### src/rtl/gat_stage_scheduler.sv
// Sequences the SPMM -> DMVM -> SM -> AGGR stages of a GAT accelerator over
// NUM_LAYERS layers, with a per-stage watchdog and a busy-cycle run counter.
module gat_stage_scheduler #(
    parameter int NUM_LAYERS = 2,
    parameter int TIMEOUT    = 16777215
) (
    input  logic        clk,
    input  logic        rst,
    input  logic        start_i,
    input  logic        abort_i,
    output logic        spmm_vld_o,
    output logic        dmvm_vld_o,
    output logic        sm_vld_o,
    output logic        aggr_vld_o,
    input  logic        spmm_rdy_i,
    input  logic        dmvm_rdy_i,
    input  logic        sm_rdy_i,
    input  logic        aggr_rdy_i,
    output logic [1:0]  layer_o,
    output logic        busy_o,
    output logic        done_o,
    output logic        err_o,
    output logic [1:0]  err_stage_o,
    output logic [31:0] total_cyc_o
);

    typedef enum logic [2:0] {
        S_IDLE,
        S_SPMM,
        S_DMVM,
        S_SM,
        S_AGGR,
        S_DONE,
        S_ERR
    } state_t;

    localparam logic [1:0]  LAST_LAYER = 2'(NUM_LAYERS - 1);
    localparam logic [23:0] WD_LIMIT   = 24'(TIMEOUT - 1);

    state_t      state, state_next;
    logic [23:0] wd_cnt, wd_next;
    logic [31:0] run_cnt, run_next, run_inc;
    logic [31:0] total_next;
    logic [1:0]  layer_next, err_stage_next;
    logic        stage_rdy;
    logic [1:0]  stage_code;

    assign run_inc = (run_cnt == 32'hFFFF_FFFF) ? run_cnt : run_cnt + 32'd1;

    // Only the rdy of the stage currently being driven is honoured.
    always_comb begin
        stage_rdy  = 1'b0;
        stage_code = 2'd0;
        case (state)
            S_SPMM: begin stage_rdy = spmm_rdy_i; stage_code = 2'd0; end
            S_DMVM: begin stage_rdy = dmvm_rdy_i; stage_code = 2'd1; end
            S_SM:   begin stage_rdy = sm_rdy_i;   stage_code = 2'd2; end
            S_AGGR: begin stage_rdy = aggr_rdy_i; stage_code = 2'd3; end
            default: ;
        endcase
    end

    // NOTE: every variable gets a default before the case so no latch is inferred.
    always_comb begin
        state_next     = state;
        wd_next        = wd_cnt;
        run_next       = run_cnt;
        total_next     = total_cyc_o;
        layer_next     = layer_o;
        err_stage_next = err_stage_o;

        if (abort_i) begin
            state_next     = S_IDLE;
            wd_next        = '0;
            layer_next     = '0;
            err_stage_next = '0;
        end else begin
            case (state)
                S_IDLE: begin
                    if (start_i) begin
                        state_next = S_SPMM;
                        wd_next    = '0;
                        run_next   = '0;
                        layer_next = '0;
                    end
                end
                S_SPMM, S_DMVM, S_SM, S_AGGR: begin
                    run_next = run_inc;
                    // A completion in the expiry cycle still advances normally.
                    if (stage_rdy) begin
                        wd_next = '0;
                        case (state)
                            S_SPMM: state_next = S_DMVM;
                            S_DMVM: state_next = S_SM;
                            S_SM:   state_next = S_AGGR;
                            default: begin
                                if (layer_o < LAST_LAYER) begin
                                    layer_next = layer_o + 2'd1;
                                    state_next = S_SPMM;
                                end else begin
                                    state_next = S_DONE;
                                    total_next = run_inc;
                                end
                            end
                        endcase
                    end else if (wd_cnt == WD_LIMIT) begin
                        state_next     = S_ERR;
                        err_stage_next = stage_code;
                    end else begin
                        wd_next = wd_cnt + 24'd1;
                    end
                end
                S_DONE:  state_next = S_IDLE;
                default: ;
            endcase
        end
    end

    // NOTE: state uses non-blocking assignments; outputs are decoded from
    // state_next so they are registered and line up with the state they describe.
    always_ff @(posedge clk) begin
        if (rst) begin
            state       <= S_IDLE;
            wd_cnt      <= '0;
            run_cnt     <= '0;
            total_cyc_o <= '0;
            layer_o     <= '0;
            err_stage_o <= '0;
            spmm_vld_o  <= 1'b0;
            dmvm_vld_o  <= 1'b0;
            sm_vld_o    <= 1'b0;
            aggr_vld_o  <= 1'b0;
            busy_o      <= 1'b0;
            done_o      <= 1'b0;
            err_o       <= 1'b0;
        end else begin
            state       <= state_next;
            wd_cnt      <= wd_next;
            run_cnt     <= run_next;
            total_cyc_o <= total_next;
            layer_o     <= layer_next;
            err_stage_o <= err_stage_next;
            spmm_vld_o  <= (state_next == S_SPMM);
            dmvm_vld_o  <= (state_next == S_DMVM);
            sm_vld_o    <= (state_next == S_SM);
            aggr_vld_o  <= (state_next == S_AGGR);
            busy_o      <= (state_next == S_SPMM) || (state_next == S_DMVM) ||
                           (state_next == S_SM)   || (state_next == S_AGGR);
            done_o      <= (state_next == S_DONE);
            err_o       <= (state_next == S_ERR);
        end
    end

endmodule

### config.mk
export PLATFORM = sky130hd
export DESIGN_NAME = gat_stage_scheduler
export DESIGN_NICKNAME = d
export VERILOG_FILES = /design/src/rtl/gat_stage_scheduler.sv
export SDC_FILE = /design/constraint.sdc
export NUM_CORES = 1
export LEC_CHECK = 0
export ABC_AREA = 1
export BUFFER_PORTS_ARGS = -buffer_cell sky130_fd_sc_hd__buf_2
export CORE_MARGIN = 1
export CORE_UTILIZATION = 54
export CTS_CLUSTER_SIZE = 40
export DETAILED_ROUTE_END_ITERATION = 10
export GPL_TIMING_DRIVEN = 0
export PLACE_DENSITY = 0.84
export SLEW_MARGIN = 20
export SYNTH_ARGS = -nofsm -noshare
export SYNTH_HDL_FRONTEND = slang
export SYNTH_SLANG_ARGS = --single-unit
### constraint.sdc
create_clock -name clk -period 1.6 [get_ports clk]
set_input_delay 0.08 -clock clk [delete_from_list [all_inputs] [get_ports clk]]
set_output_delay 0.08 -clock clk [all_outputs]
set_load 0.005 [all_outputs]
Word-level counts from Yosys, hierarchy flattened

Cells that the tools add are included.

Reductions and logical operators: 13
Multiplexer cells: 21
Equal/unequal tests: 18
Order comparisons: 1
Add/subtract/negate cells: 3
Bitwise operators: 4

Operators with widths:

| operator                                                        | count |
|---|---|
| 24-bit two-way mux                                              | 3 |
| 32-bit two-way mux                                              | 2 |
| 32-bit case mux with 2 select lines                             | 1 |
| 24-bit case mux with 2 select lines                             | 1 |
| 32-bit by 1-bit adder with 32-bit output, second input constant | 1 |
| 32-bit == test, second input constant                           | 1 |
| 24-bit by 1-bit adder with 24-bit output, second input constant | 1 |
| 24-bit == test, second input constant                           | 1 |
| 3-bit case mux with 3 select lines                              | 2 |
| 3-bit == test, second input constant                            | 5 |
| 3-bit two-way mux                                               | 5 |
| 3-bit by 2-bit == test with 1-bit output, second input constant | 4 |
| 5-bit AND reduction                                             | 2 |
| 3-bit AND reduction                                             | 3 |
| 2-bit two-way mux                                               | 4 |
| 2-bit != test, second input constant                            | 4 |
| 3-bit by 1-bit == test with 1-bit output, second input constant | 2 |
| 2-bit case mux with 3 select lines                              | 1 |
| 1-bit inverter                                                  | 4 |
| 1-bit case mux with 4 select lines                              | 1 |
| 2-bit case mux with 2 select lines                              | 1 |
| 4-bit OR reduction                                              | 1 |
| 3-bit zero test                                                 | 1 |
| 1-bit logical OR                                                | 3 |
| 6 further kinds                                                 | 6 |

Bits in registers: 102

Depth between registers and ports, before layout

Gate-level depths: netlist of run 1.

Depth in word-level cells: 10
Depth in mapped cells: 15
Gate-level depth less buffers: 15

Least setup slack after synthesis of run 1

Ideal clock, no wire load.

Path kind: register -> register
Start point: register run_cnt[1]
End point: register run_cnt[1]
Setup time: 0.132 ns
Stages on the path, launching flop included: 12
Arrival: 1.637 ns
Slack: -0.169 ns
Period minus slack after synthesis: 1.769 ns
Required time: 1.468 ns
Buffers on the path: 1
Cell sequence: dfxtp_1 ha_1 nand2_1 nor2_2 nand2_1 nor2_1 nand2_1 buf_2 o21ai_1 inv_1 nand2_1 a21oi_1

Longest elaborated chain between the ends: 3
Elaborated cells between the ends (all ways): 4
Those cells by class: 1 x add/sub; 1 x eq/ne; 2 x mux

Ends and longest elaborated chain:

| item                                                                              | RTL line | source |
|---|---|---|
| start: declaration                                                                | 42       | `logic [31:0] run_cnt, run_next, run_inc;` |
| start signal: assignment                                                          | 139      | `run_cnt <= run_next;` |
| 32-bit by 1-bit adder with 32-bit output / 32-bit == test (equally long branches) | 48       | `assign run_inc = (run_cnt == 32'hFFFF_FFFF) ? run_cnt : run_cnt + 32'd1;` |
| 32-bit two-way mux (*)                                                            | 48       |  |
| 32-bit case mux with 2 select lines (*)                                           | 78       | `case (state)` |

Every way passes the cells marked *; elsewhere a longest branch is shown, timed or not.
A chain may end at the register's enable or synchronous reset.

Final worst setup path of run 1

Start point: register wd_cnt[17]
End point: register wd_cnt[3]

Longest elaborated chain between the ends: 3

Ends and longest elaborated chain:

| item                          | RTL line | source |
|---|---|---|
| start: declaration            | 41       | `logic [23:0] wd_cnt, wd_next;` |
| start signal: assignment      | 138      | `wd_cnt <= wd_next;` |
| 24-bit == test                | 106      | `end else if (wd_cnt == WD_LIMIT) begin` |
| 3-bit != test (no line)       | -        |  |
| 3-bit AND reduction (no line) | -        |  |

No other way between the ends.

==> qor.yml, run 1 <==
finalCritPeriodShare_pct: 131
met1_usage_pct: 39.6
final_core_util_pct: 83.3
yosysSeqAreaShare_pct: 36.3
kind_of_critical_path: "reg -> reg"
finalWeightedCongestion: 0.976
avgViaCountPerCell: 6.14
final_period_minus_worst_setup_slack_ns: 2.10
dp_hpwl_um: 10800
cts_tree: "yes"
clk_transition_reported_paths_ns: 0.11
max-vdd-ir-drop_mv: 0.550
nets: 1010
grt_most_used_layer: "met2"
switching_part_of_the_total_power_pct: 27.7
combinationalPowerShare_pct: 10.2
coreArea_mm2: 0.00995
max_slew.worst_pin.slew_ns: 0.851
routed_wire_length_per_instance_um: 20.8
die_height_um: 104
max-clock-path-buffers: 2
initial_core_util_pct: 56.5
maximum_number_of_pins_on_one_net_before_global_route_repair: 18
instance_area_after_placement_mm2: 0.00608
count_of_warnings_emitted_by_yosys: 0
dr_total_vias: 6978
setup_repair_after_global_routing_missed_its_margin: "true"
setup_viol: 102
failed_checks: "negative setup slack"
power.total_mw: 4.75
wire_length_of_the_first_global_routing_pass_um: 30300
slew_headroom_pct: 43.2
critPathArrivalTime_ns: 2.39
drc_markers: 0
synthesis.area_mm2: 0.00563
syn_nets: 875
clock_insertion_delay_at_the_later_pin_of_the_skew_report_ns: 0.41
synth_seq_cells: 102
power_frac_seq_pct: 53.2
finalWirelength_um: 23600
count_of_maximum_capacitance_violations: 0
cp-start-kind: "flop"
design_area_mm2: 0.00829
grt_remaining_overflow: 0
drt_first_iter_violations: 773
netSwitchingPower_mw: 1.31
power.density_mw_per_mm2: 573
syn_to_final_growth_pct: 47.3
grt.total_usage_pct: 34.9
drv_slew: 0
grt_met3_use_pct: 6.77
placement.io_buffers: 50
static-leakage-power_nw: 3.51
antenna_violating_nets_post_route: 0
crit_path_max_fanout: 5
ios: 51
die_width_um: 104
hold_violations: 0
cts_sinks: 102
synth_cell_type_count: 49
floorplan.rows: 36
layout-drive-gt1-share_pct: 46.8
achievable-frequency_ghz: 0.476
cts-buffers-inserted: 9
syn-instance-count: 863
cts_root_buf: "sky130_fd_sc_hd__clkbuf_8"
placement_stage_worst_setup_slack_ns: -0.417
post-route-worst-setup-slack_ns: -0.499
antenna_found_initial: 2
timing.critical_path.required_ns: 1.89
clock-skew-final_ns: 0.0221
timing.hold.worst.class: "in -> reg"
power.share.clock_pct: 36.6
die-area_mm2: 0.0108
outcome: "finished, violations left"
drt-pass1-iter-count: 9
h-tree-depth: 3
tns_ns: -22.19
syn-mean-instance-area_um2: 6.52
global_route.usage.met2_pct: 61.3
p_int_mw: 3.44
cp-end-kind: "flop"
first_global_vias: 6173
[layer usage]
metal,part of all wire [%],vias to the layer above
met3,9.9,225
met4,8.7,2
met5,0.042,-
li1,-,2987
met2,47,537
met1,35,3227
[flip-flops by register name, indices dropped and copies added (netlist names)]
name / cells
run_cnt: 32
total_cyc_o: 32
wd_cnt: 24
state: 3
err_stage_o: 2
layer_o: 2
aggr_vld_o: 1
busy_o: 1
dmvm_vld_o: 1
done_o: 1
err_o: 1
sm_vld_o: 1
spmm_vld_o: 1
[cell usage after synthesis (all sizes together)]
master	number	share of area (%)
xnor2	16	2.5
o21a	2	0.40
o21bai	4	0.53
o31ai	1	0.13
nand4	11	1.5
nor2	164	12
inv	91	6.2
o21ai	45	4.1
a21o	2	0.27
nor3	23	2.3
and3	1	0.11
a211oi	1	0.13
buf	22	2.6
nor4	1	0.11
a21oi	53	5.4
clkbuf	6	0.40
nand2	257	18
dfxtp	102	36
or2	2	0.22
a31oi	2	0.22
nand3b	1	0.13
a21boi	3	0.40
xor2	15	2.3
a22oi	1	0.13
nand3	28	2.7
o211ai	3	0.40
clkinv	2	0.16
ha	4	0.89
[stage by stage]
stage / hold WS, ns / cells
final: 0.0607 / 1137
after global routing: 0.0765 / 1136
after CTS: 0.00380 / 1112
after detailed placement: 0.408 / 1046
after global placement: 0.399 / 1046
after floorplan: 0.271 / 863
[repair_timing]
item / in CTS / in global routing
setup endpoints to repair: 102 / 102
gates resized for setup: 200 / 245
endpoints found under the hold margin: 0 / 0
setup buffers: 43 / 25
pin swaps: 42 / 74
hold buffers: 0 / 0
gates cloned: 8 / 4
[critical path, stage by stage (launching register included)]
cell and delay (ns):
sky130_fd_sc_hd__dfxtp_1 0.40, sky130_fd_sc_hd__nand2_1 0.15, sky130_fd_sc_hd__nor2_4 0.22, sky130_fd_sc_hd__nand2_2 0.11
sky130_fd_sc_hd__nor2_4 0.21, sky130_fd_sc_hd__nand2_4 0.11, sky130_fd_sc_hd__o21a_4 0.28, sky130_fd_sc_hd__buf_16 0.16
sky130_fd_sc_hd__a21oi_2 0.32
[power by group through the flow]
| stage | registers [mW] | clock network, mW | logic (mW) |
|---|---|---|---|
| 2_1_floorplan | 2.61 | 0 | 0.164 |
| 3_3_place_gp | 2.61 | 0 | 0.234 |
| 3_5_place_dp | 2.61 | 0 | 0.235 |
| 4_1_cts | 2.54 | 1.70 | 0.375 |
| 5_1_grt | 2.53 | 1.84 | 0.497 |
| 6_report | 2.53 | 1.74 | 0.484 |
[cell usage in the layout (no fill, tap or decap), types with 3 or more instances in the layout]
master	synthesis	routed
sky130_fd_sc_hd__nor3_4	1	6
sky130_fd_sc_hd__nand4_1	10	10
sky130_fd_sc_hd__xnor2_1	16	15
sky130_fd_sc_hd__a21oi_1	45	17
sky130_fd_sc_hd__o21ai_1	8	12
sky130_fd_sc_hd__dfxtp_4	0	14
sky130_fd_sc_hd__nor2_2	8	41
sky130_fd_sc_hd__buf_1	3	3
sky130_fd_sc_hd__nor3_1	21	8
sky130_fd_sc_hd__buf_4	0	44
sky130_fd_sc_hd__nand3_2	2	7
sky130_fd_sc_hd__nor3_2	1	9
sky130_fd_sc_hd__dfxtp_1	102	52
sky130_fd_sc_hd__nand2_1	245	182
sky130_fd_sc_hd__nor2_1	154	98
sky130_fd_sc_hd__dfxtp_2	0	36
sky130_fd_sc_hd__nand2_4	2	17
sky130_fd_sc_hd__buf_12	0	8
sky130_fd_sc_hd__nor2_4	1	24
sky130_fd_sc_hd__clkbuf_1	6	5
sky130_fd_sc_hd__nand2_2	10	56
sky130_fd_sc_hd__clkbuf_8	0	9
sky130_fd_sc_hd__buf_6	6	26
sky130_fd_sc_hd__buf_2	13	50
sky130_fd_sc_hd__inv_1	85	77
sky130_fd_sc_hd__o21bai_1	4	3
sky130_fd_sc_hd__a21oi_2	7	34
sky130_fd_sc_hd__o21ai_0	36	3
sky130_fd_sc_hd__buf_8	0	12
sky130_fd_sc_hd__o211ai_1	3	3
sky130_fd_sc_hd__nand3_4	0	4
sky130_fd_sc_hd__o21ai_4	0	3
sky130_fd_sc_hd__nand3_1	26	17
sky130_fd_sc_hd__o21ai_2	1	27
sky130_fd_sc_hd__inv_2	5	10
sky130_fd_sc_hd__xor2_1	15	15
[kinds of logic after synthesis]
kind of cell	Yosys count	share of synthesized area, %
AOI/OAI and AO/OA	117	12.1
xor gates and xnor gates	31	4.83
adders and majority gates	4	0.890
buffers and inverters	121	9.27
DFF	102	36.3
and+or+nand+nor	488	36.6
[area by class of cell]
type / instances / area, µm²
diodes: 1 / 2.50
plain buffers: 25 / 229
clock buffers: 9 / 124
clock inverters: 7 / 72.6
fillers: 533 / 1670
inverters: 93 / 374
multi-input cells: 640 / 4060
flip-flops and latches: 102 / 2140
well taps: 133 / 166
repair buffers: 127 / 1120
[worst paths after layout]
path / from / to / slack (ns) / depth (start not counted)
worst max-delay path: wd_cnt[17] / wd_cnt[3] / -0.50 / 8
worst min-delay path: rst / wd_cnt[0] / 0.06 / 4
worst max register to register: wd_cnt[17] / wd_cnt[3] / -0.50 / 8
worst min register to register: run_cnt[16] / run_cnt[16] / 0.49 / 2
Note: power is estimated with default switching activity, not from simulation.
==> run 2, diff against run 1 <==
ABC_AREA = 0   (was 1)
CORE_UTILIZATION = 53   (was 54)
==> qor.yml, run 2 <==
outcome.stop_stage: "global routing"
max-clock-path-buffers: 2
dp_hpwl_um: 9700
syn-mean-instance-area_um2: 8.39
syn-instance-count: 618
grt-worst-endpoint: "wd_cnt[19]$_SDFFE_PP0P_/D"
synth_largest_area_cell: "sky130_fd_sc_hd__dfxtp_1"
placement.io_buffers: 50
syn_nets: 630
synth_area_leaders: "sky130_fd_sc_hd__dfxtp_1 39%, sky130_fd_sc_hd__nor2_1 5.1%, sky130_fd_sc_hd__a211oi_1 4.5%"
initial_core_util_pct: 55.3
cts_sinks: 102
count_of_warnings_emitted_by_yosys: 0
yosysSeqAreaShare_pct: 39.4
async_flop_share_pct: 0
synthFlopType: "sky130_fd_sc_hd__dfxtp_1"
firstError: "[ERROR DPL-0038] Utilization greater than 100%, impossible to legalize"
die_width_um: 101
maximum_number_of_pins_on_one_net_before_global_route_repair: 16
post-synth-top-count-cell: "sky130_fd_sc_hd__dfxtp_1"
synth_edf_count: 0
worst_endpoint_kind: "register input"
leading_post_synthesis_cells_by_instance_count: "102 x sky130_fd_sc_hd__dfxtp_1, 71 x sky130_fd_sc_hd__nor2_1, 49 x sky130_fd_sc_hd__nand2_1"
finalWeightedCongestion: 0.910
cts_root_buf: "sky130_fd_sc_hd__clkbuf_8"
instance_area_after_placement_mm2: 0.00612
synth_cell_type_count: 62
h-tree-depth: 3
synth_seq_cells: 102
floorplan.rows: 35
synthesis.area_mm2: 0.00518
die_height_um: 101
outcome: "did not finish"
cts-buffers-inserted: 9
netlist.area_leader.share_pct: 39.4
ios: 51
-- run 2: changes by cell type after synthesis, moves of 11 or more --
cell,change
sky130_fd_sc_hd__and2_1,+11
sky130_fd_sc_hd__nor2_1,-83
sky130_fd_sc_hd__a211oi_1,+30
sky130_fd_sc_hd__clkbuf_1,+13
sky130_fd_sc_hd__and4_1,+11
sky130_fd_sc_hd__nand2_1,-196
sky130_fd_sc_hd__inv_1,-76
-- run 2: cell families after synthesis --
kind of cell,Yosys count,share of synthesized area [%]
compound gates,172,23.1
xor+xnor,41,6.93
fa+ha+maj,4,0.966
buf+inv,50,4.47
flops,102,39.4
mux,5,1.06
simple gates,244,24.1
-- run 2: repair_timing --
action                     in CTS
pin swaps                      95
gates cloned                    8
hold buffers                    0
setup endpoints to repair     102
resized for setup             232
setup buffers                 110
-- run 2: stage by stage --
stage	TNS (ns)	worst slack, ns	hold WS, ns	util [%]	instances
2_1_floorplan	-17.14	-0.447	0.271	-	618
4_1_cts	-38.31	-0.568	0.106	87.9	926
3_5_place_dp	-45.46	-0.748	0.454	65.3	797
3_3_place_gp	-39.83	-0.788	0.442	65.3	797
==> run 3, diff against run 2 <==
CORE_UTILIZATION = 40   (was 53)
CTS_CLUSTER_SIZE = default   (was 40)
PLACE_DENSITY = default   (was 0.84)
PLACE_DENSITY_LB_ADDON = 0.15   (was default)
clock period = 2.1 ns   (was 1.6 ns; I/O delays follow)
==> qor.yml, run 3 <==
ios: 51
max_slew.worst_pin.slew_ns: 0.588
holdPathStages: 3
drt-pass1-iter-count: 5
setup_viol: 19
count_of_maximum_capacitance_violations: 0
cts_root_buf: "sky130_fd_sc_hd__clkbuf_16"
cp-end-kind: "flop"
synth_seq_cells: 102
finalCritPeriodShare_pct: 104
leading_post_synthesis_cells_by_instance_count: "102 x sky130_fd_sc_hd__dfxtp_1, 71 x sky130_fd_sc_hd__nor2_1, 49 x sky130_fd_sc_hd__nand2_1"
maximum_number_of_pins_on_one_net_before_global_route_repair: 15
layout.filler_cells: 1197
r2r_setup_slack_ns: -0.09
achievable-frequency_ghz: 0.457
min_from: "rst"
antenna_cells_inserted: 0
combinationalPowerShare_pct: 5.6
synth_edf_count: 0
layout-drive-gt1-share_pct: 31.3
failed_checks: "negative setup slack"
post-synth-top-count-cell: "sky130_fd_sc_hd__dfxtp_1"
hold_path_end: "err_stage_o[1]"
async_flop_share_pct: 0
kind_of_critical_path: "reg -> reg"
slew_headroom_pct: 60.8
netSwitchingPower_mw: 0.845
drc_markers: 0
syn_to_final_growth_pct: 31.4
syn_nets: 630
routed_wire_length_per_instance_um: 16.4
switching_part_of_the_total_power_pct: 22.4
die_width_um: 116
final_core_util_pct: 54.0
die_height_um: 116
hold_violations: 0
most-common-layout-cells: "81 x sky130_fd_sc_hd__dfxtp_1, 66 x sky130_fd_sc_hd__nor2_1, 54 x sky130_fd_sc_hd__buf_2"
cts_tree: "yes"
layout_top_registers: "run_cnt x32, total_cyc_o x32, wd_cnt x24"
floorplan.rows: 41
avgViaCountPerCell: 5.58
count_of_warnings_emitted_by_yosys: 0
wire_length_of_the_first_global_routing_pass_um: 22500
clk_transition_reported_paths_ns: 0.07
synthesis.area_mm2: 0.00518
antenna_found_initial: 0
drt_first_iter_violations: 301
static-leakage-power_nw: 2.44
power_frac_seq_pct: 51.6
dr_total_vias: 4994
max-clock-path-buffers: 2
worst_reg2reg_path_length_in_cells: 7
grt_remaining_overflow: 0
clock-skew-final_ns: 0.00953
cts-buffers-inserted: 9
syn-mean-instance-area_um2: 8.39
post-route-worst-setup-slack_ns: -0.0880
rr_startpoint: "wd_cnt[17]"
tns_ns: -0.916
netlist.area_leader.share_pct: 39.4
post-place-cells: 840
die-area_mm2: 0.0134
h-tree-depth: 3
setup_repair_after_global_routing_missed_its_margin: "true"
synthFlopType: "sky130_fd_sc_hd__dfxtp_1"
critPathArrivalTime_ns: 2.43
coreArea_mm2: 0.0126
synth_largest_area_cell: "sky130_fd_sc_hd__dfxtp_1"
instances_no_fill: 895
power.density_mw_per_mm2: 552
finalWeightedCongestion: 0.823
initial_core_util_pct: 41.1
first_global_vias: 4514
cp-start-kind: "flop"
timing.critical_path.required_ns: 2.34
antenna_violating_nets_post_route: 0
destination_of_the_worst_register_to_register_timing_path: "wd_cnt[18]"
clock_insertion_delay_at_the_later_pin_of_the_skew_report_ns: 0.35
final_period_minus_worst_setup_slack_ns: 2.19
drv_slew: 0
p_int_mw: 2.92
grt.total_usage_pct: 21.5
layout.cells.most_common: "sky130_fd_sc_hd__dfxtp_1"
crit_path_max_fanout: 8
placement.io_buffers: 50
synth_cell_type_count: 62
synth_area_leaders: "sky130_fd_sc_hd__dfxtp_1 39%, sky130_fd_sc_hd__nor2_1 5.1%, sky130_fd_sc_hd__a211oi_1 4.5%"
timing.hold.worst.class: "in -> reg"
yosysSeqAreaShare_pct: 39.4
syn-instance-count: 618
nets: 730
cts_sinks: 102
power.share.clock_pct: 42.9
cts.hold.buffers_added: 0
outcome: "finished, violations left"
finalWirelength_um: 14700
max-vdd-ir-drop_mv: 0.312
dp_hpwl_um: 9690
==> run 3: cell counts after synthesis <==
Identical to the previous run, type by type.
==> run 3: layout make-up <==
class | instances | area (µm²) | area share, %
Inverter | 9 | 33.8 | 0.496
Clock buffer | 16 | 282 | 4.13
Sequential cell | 102 | 2070 | 30.4
Timing Repair Buffer | 91 | 592 | 8.69
Multi-Input combinational cell | 467 | 3330 | 48.9
Buffer | 38 | 283 | 4.15
Tap cell | 172 | 215 | 3.16
==> run 3: per-stage QoR <==
stage	hold slack [ns]	setup slack, ns	total power [mW]	cell area, µm²
after floorplan	0.292	0.0351	2.09	5180
after global placement	0.445	-0.673	2.14	5650
after detailed placement	0.440	-0.732	2.14	5650
after CTS	0.0733	-0.102	3.76	6290
after global routing	0.144	-0.194	3.90	6810
final	0.141	-0.0880	3.76	6810
==> run 3: worst max-delay path by stage <==
stage | endpoint | start | slack (ns) | cells after the start
2_1_floorplan | busy_o | wd_cnt[16] | 0.04 | 7
3_3_place_gp | total_cyc_o[19] | state[2] | -0.67 | 7
3_5_place_dp | total_cyc_o[14] | state[2] | -0.73 | 7
4_1_cts | total_cyc_o[26] | run_cnt[2] | -0.10 | 6
5_1_grt | wd_cnt[8] | wd_cnt[3] | -0.19 | 8
6_report | wd_cnt[18] | wd_cnt[17] | -0.09 | 7
==> run 3: critical path, stage by stage, from the launching register on <==
cell                      delay, ns
sky130_fd_sc_hd__dfxtp_2       0.36
sky130_fd_sc_hd__nand3_2       0.08
sky130_fd_sc_hd__or3_4         0.39
sky130_fd_sc_hd__or4_4         0.51
sky130_fd_sc_hd__buf_8         0.17
sky130_fd_sc_hd__o21ai_2       0.31
sky130_fd_sc_hd__nor3_1        0.10
sky130_fd_sc_hd__o21a_1        0.17
==> run 3: logic make-up (layout without fill, tap and decap cells) <==
logic type               Yosys count  in the layout  share of synthesized area (%)
XOR/XNOR                          41             41                           6.93
buffers and inverters             50            154                           4.47
multiplexers                       5              5                           1.06
AO/OA/AOI/OAI                    172            173                           23.1
AND/OR/NAND/NOR                  244            244                           24.1
flip-flops                       102            102                           39.4
adder cells (fa/ha/maj)            4              4                          0.966
==> run 3: timing repair <==
item                                    in CTS  in global routing
endpoints found under the setup margin      95                 91
gates cloned                                 0                  3
gates resized for setup                     69                 92
pin swaps                                   17                 25
setup buffers                               15                 24
==> run 3: layer usage <==
layer  track usage, %  part of all wire, %  vias up
met4             7.78                  1.4        0
li1                 -                    -     2461
met1             30.3                   48     2410
met5                0                    0        -
met2             33.4                   46      108
met3             3.24                  4.6       15
==> run 3: power groups by stage <==
stage                     Combinational, mW  Clock, mW  Sequential, mW
after floorplan                       0.101          0            1.99
after global placement                0.153          0            1.99
after detailed placement              0.155          0            1.99
after CTS                             0.175       1.65            1.94
after global routing                  0.226       1.73            1.94
final                                 0.209       1.61            1.94
==> run 4, diff against run 3 <==
CORE_UTILIZATION = 59   (was 40)
MAX_ROUTING_LAYER = met4   (was default)
==> qor.yml, run 4 (synthesized netlist as in run 3, its figures left out) <==
hold_path_end: "err_stage_o[1]"
finalWirelength_um: 15600
placement_stage_worst_setup_slack_ns: -0.576
slew_headroom_pct: 57.6
achievable-frequency_ghz: 0.433
instance_area_after_placement_mm2: 0.00556
post-place-cells: 773
h-tree-depth: 3
count_of_maximum_capacitance_violations: 0
antenna_violating_nets_post_route: 0
antenna_cells_inserted: 0
static-leakage-power_nw: 2.39
worst_path_buf_inv: 3
avgViaCountPerCell: 6.48
power.density_mw_per_mm2: 526
cts_tree: "yes"
max-clock-path-buffers: 2
most-common-layout-cells: "88 x sky130_fd_sc_hd__dfxtp_1, 65 x sky130_fd_sc_hd__nor2_1, 54 x sky130_fd_sc_hd__buf_2"
critPathSlowestCell: "sky130_fd_sc_hd__or4_4"
drc_markers: 0
min_from: "rst"
cp.depth: 9
layout-drive-gt1-share_pct: 32.7
setup_viol: 29
routed_wire_length_per_instance_um: 18.8
grt.total_usage_pct: 33.5
dp_hpwl_um: 9310
critPathArrivalTime_ns: 2.58
design_area_mm2: 0.00666
cp-start-kind: "flop"
syn_to_final_growth_pct: 28.5
worstPathCellList: "nand3_2 -> or3_4 -> or4_4 -> buf_8 -> buf_8 -> buf_4 -> nor2_2 -> o211ai_1 -> o211a_1"
destination_of_the_worst_register_to_register_timing_path: "err_stage_o[1]"
r2r_setup_slack_ns: -0.21
maximum_number_of_pins_on_one_net_before_global_route_repair: 16
nets: 731
cp-end-kind: "flop"
cpMostUsedCell: "sky130_fd_sc_hd__buf_8"
worst_path_dominant_cell_family: "simple AND/OR/NAND/NOR gates"
layout_top_registers: "run_cnt x32, total_cyc_o x32, wd_cnt x24"
multi_input_comb_area_mm2: 0.00335
layout.filler_cells: 546
placement.io_buffers: 50
grt_remaining_overflow: 0
finalWeightedCongestion: 0.944
final_period_minus_worst_setup_slack_ns: 2.31
antenna_found_initial: 0
clk_transition_reported_paths_ns: 0.09
die_height_um: 95.7
fin_hold_ws_ns: 0.105
worst_reg2reg_path_length_in_cells: 9
finalCritPeriodShare_pct: 110
holdPathStages: 3
die_width_um: 95.7
max-vdd-ir-drop_mv: 0.512
cts_sinks: 102
hold_violations: 0
cts.hold.buffers_added: 0
rr_startpoint: "wd_cnt[16]"
layout.cells.most_common: "sky130_fd_sc_hd__dfxtp_1"
post-route-worst-setup-slack_ns: -0.211
tns_ns: -3.47
first_global_vias: 4808
cts_root_buf: "sky130_fd_sc_hd__clkbuf_8"
outcome: "finished, violations left"
ios: 51
coreArea_mm2: 0.00834
crit_path_max_fanout: 8
max_slew.worst_pin.slew_ns: 0.636
setup_repair_after_global_routing_missed_its_margin: "true"
drt-pass1-iter-count: 5
wire_length_of_the_first_global_routing_pass_um: 23100
initial_core_util_pct: 62.1
clock-skew-final_ns: 0.00896
register_area_mm2: 0.00206
die-area_mm2: 0.00916
dr_total_vias: 5356
cts-buffers-inserted: 9
timing.critical_path.required_ns: 2.36
kind_of_critical_path: "reg -> reg"
timing.hold.worst.class: "in -> reg"
clock_insertion_delay_at_the_later_pin_of_the_skew_report_ns: 0.37
drv_slew: 0
max_stage_delay_ns: 0.56
drt_first_iter_violations: 465
instances_no_fill: 827
floorplan.rows: 33
failed_checks: "negative setup slack"
==> run 4: worst min-delay path, stage by stage <==
cell,delay [ns]
sky130_fd_sc_hd__buf_2,0.09
sky130_fd_sc_hd__nor2_1,0.10
sky130_fd_sc_hd__o211a_1,0.13
==> run 4: worst max-delay path by stage <==
stage,slack (ns),from,endpoint
2_1_floorplan,0.04,wd_cnt[16],busy_o
3_3_place_gp,-0.50,state[2],total_cyc_o[19]
3_5_place_dp,-0.58,state[2],total_cyc_o[13]
4_1_cts,-0.07,wd_cnt[15],wd_cnt[16]
5_1_grt,-0.28,wd_cnt[9],wd_cnt[19]
6_report,-0.21,wd_cnt[16],err_stage_o[1]
==> run 4: area by class of cell <==
cell class                 count  area share [%]
inverter                       9           0.507
timing repair buffer          93            8.96
clock inverter                 4            1.09
clock buffer                  10            2.07
buffer                        38            4.11
multi-input combinational    466            50.4
tap                          105            1.97
sequential                   102            30.9
==> run 4: metrics by stage <==
stage | util, % | power [mW]
finish | 79.8 | 3.50
global placement | 66.7 | 2.13
global route | 79.8 | 3.59
detailed placement | 66.7 | 2.14
floorplan | - | 2.09
CTS | 74.4 | 3.47
==> run 4: repair_timing <==
item / CTS / global route
cloned: 1 / 0
pin swaps: 13 / 32
setup buffers: 21 / 21
resized for setup: 73 / 84
setup endpoints to repair: 95 / 90
==> run 4: metal layers <==
layer	track usage (%)	vias up	part of all wire, %
li1	-	2456	-
met1	42.4	2542	41
met2	50.7	308	47
met3	8.93	50	8.9
met4	14.1	0	2.6
met5	-	-	0
==> run 4: where the power goes <==
part	leakage [nW]	total, mW	internal [mW]	switching (mW)
registers	0.829	1.94	1.94	0.00458
clock network	0.104	1.35	0.689	0.662
logic	1.46	0.210	0.0741	0.136
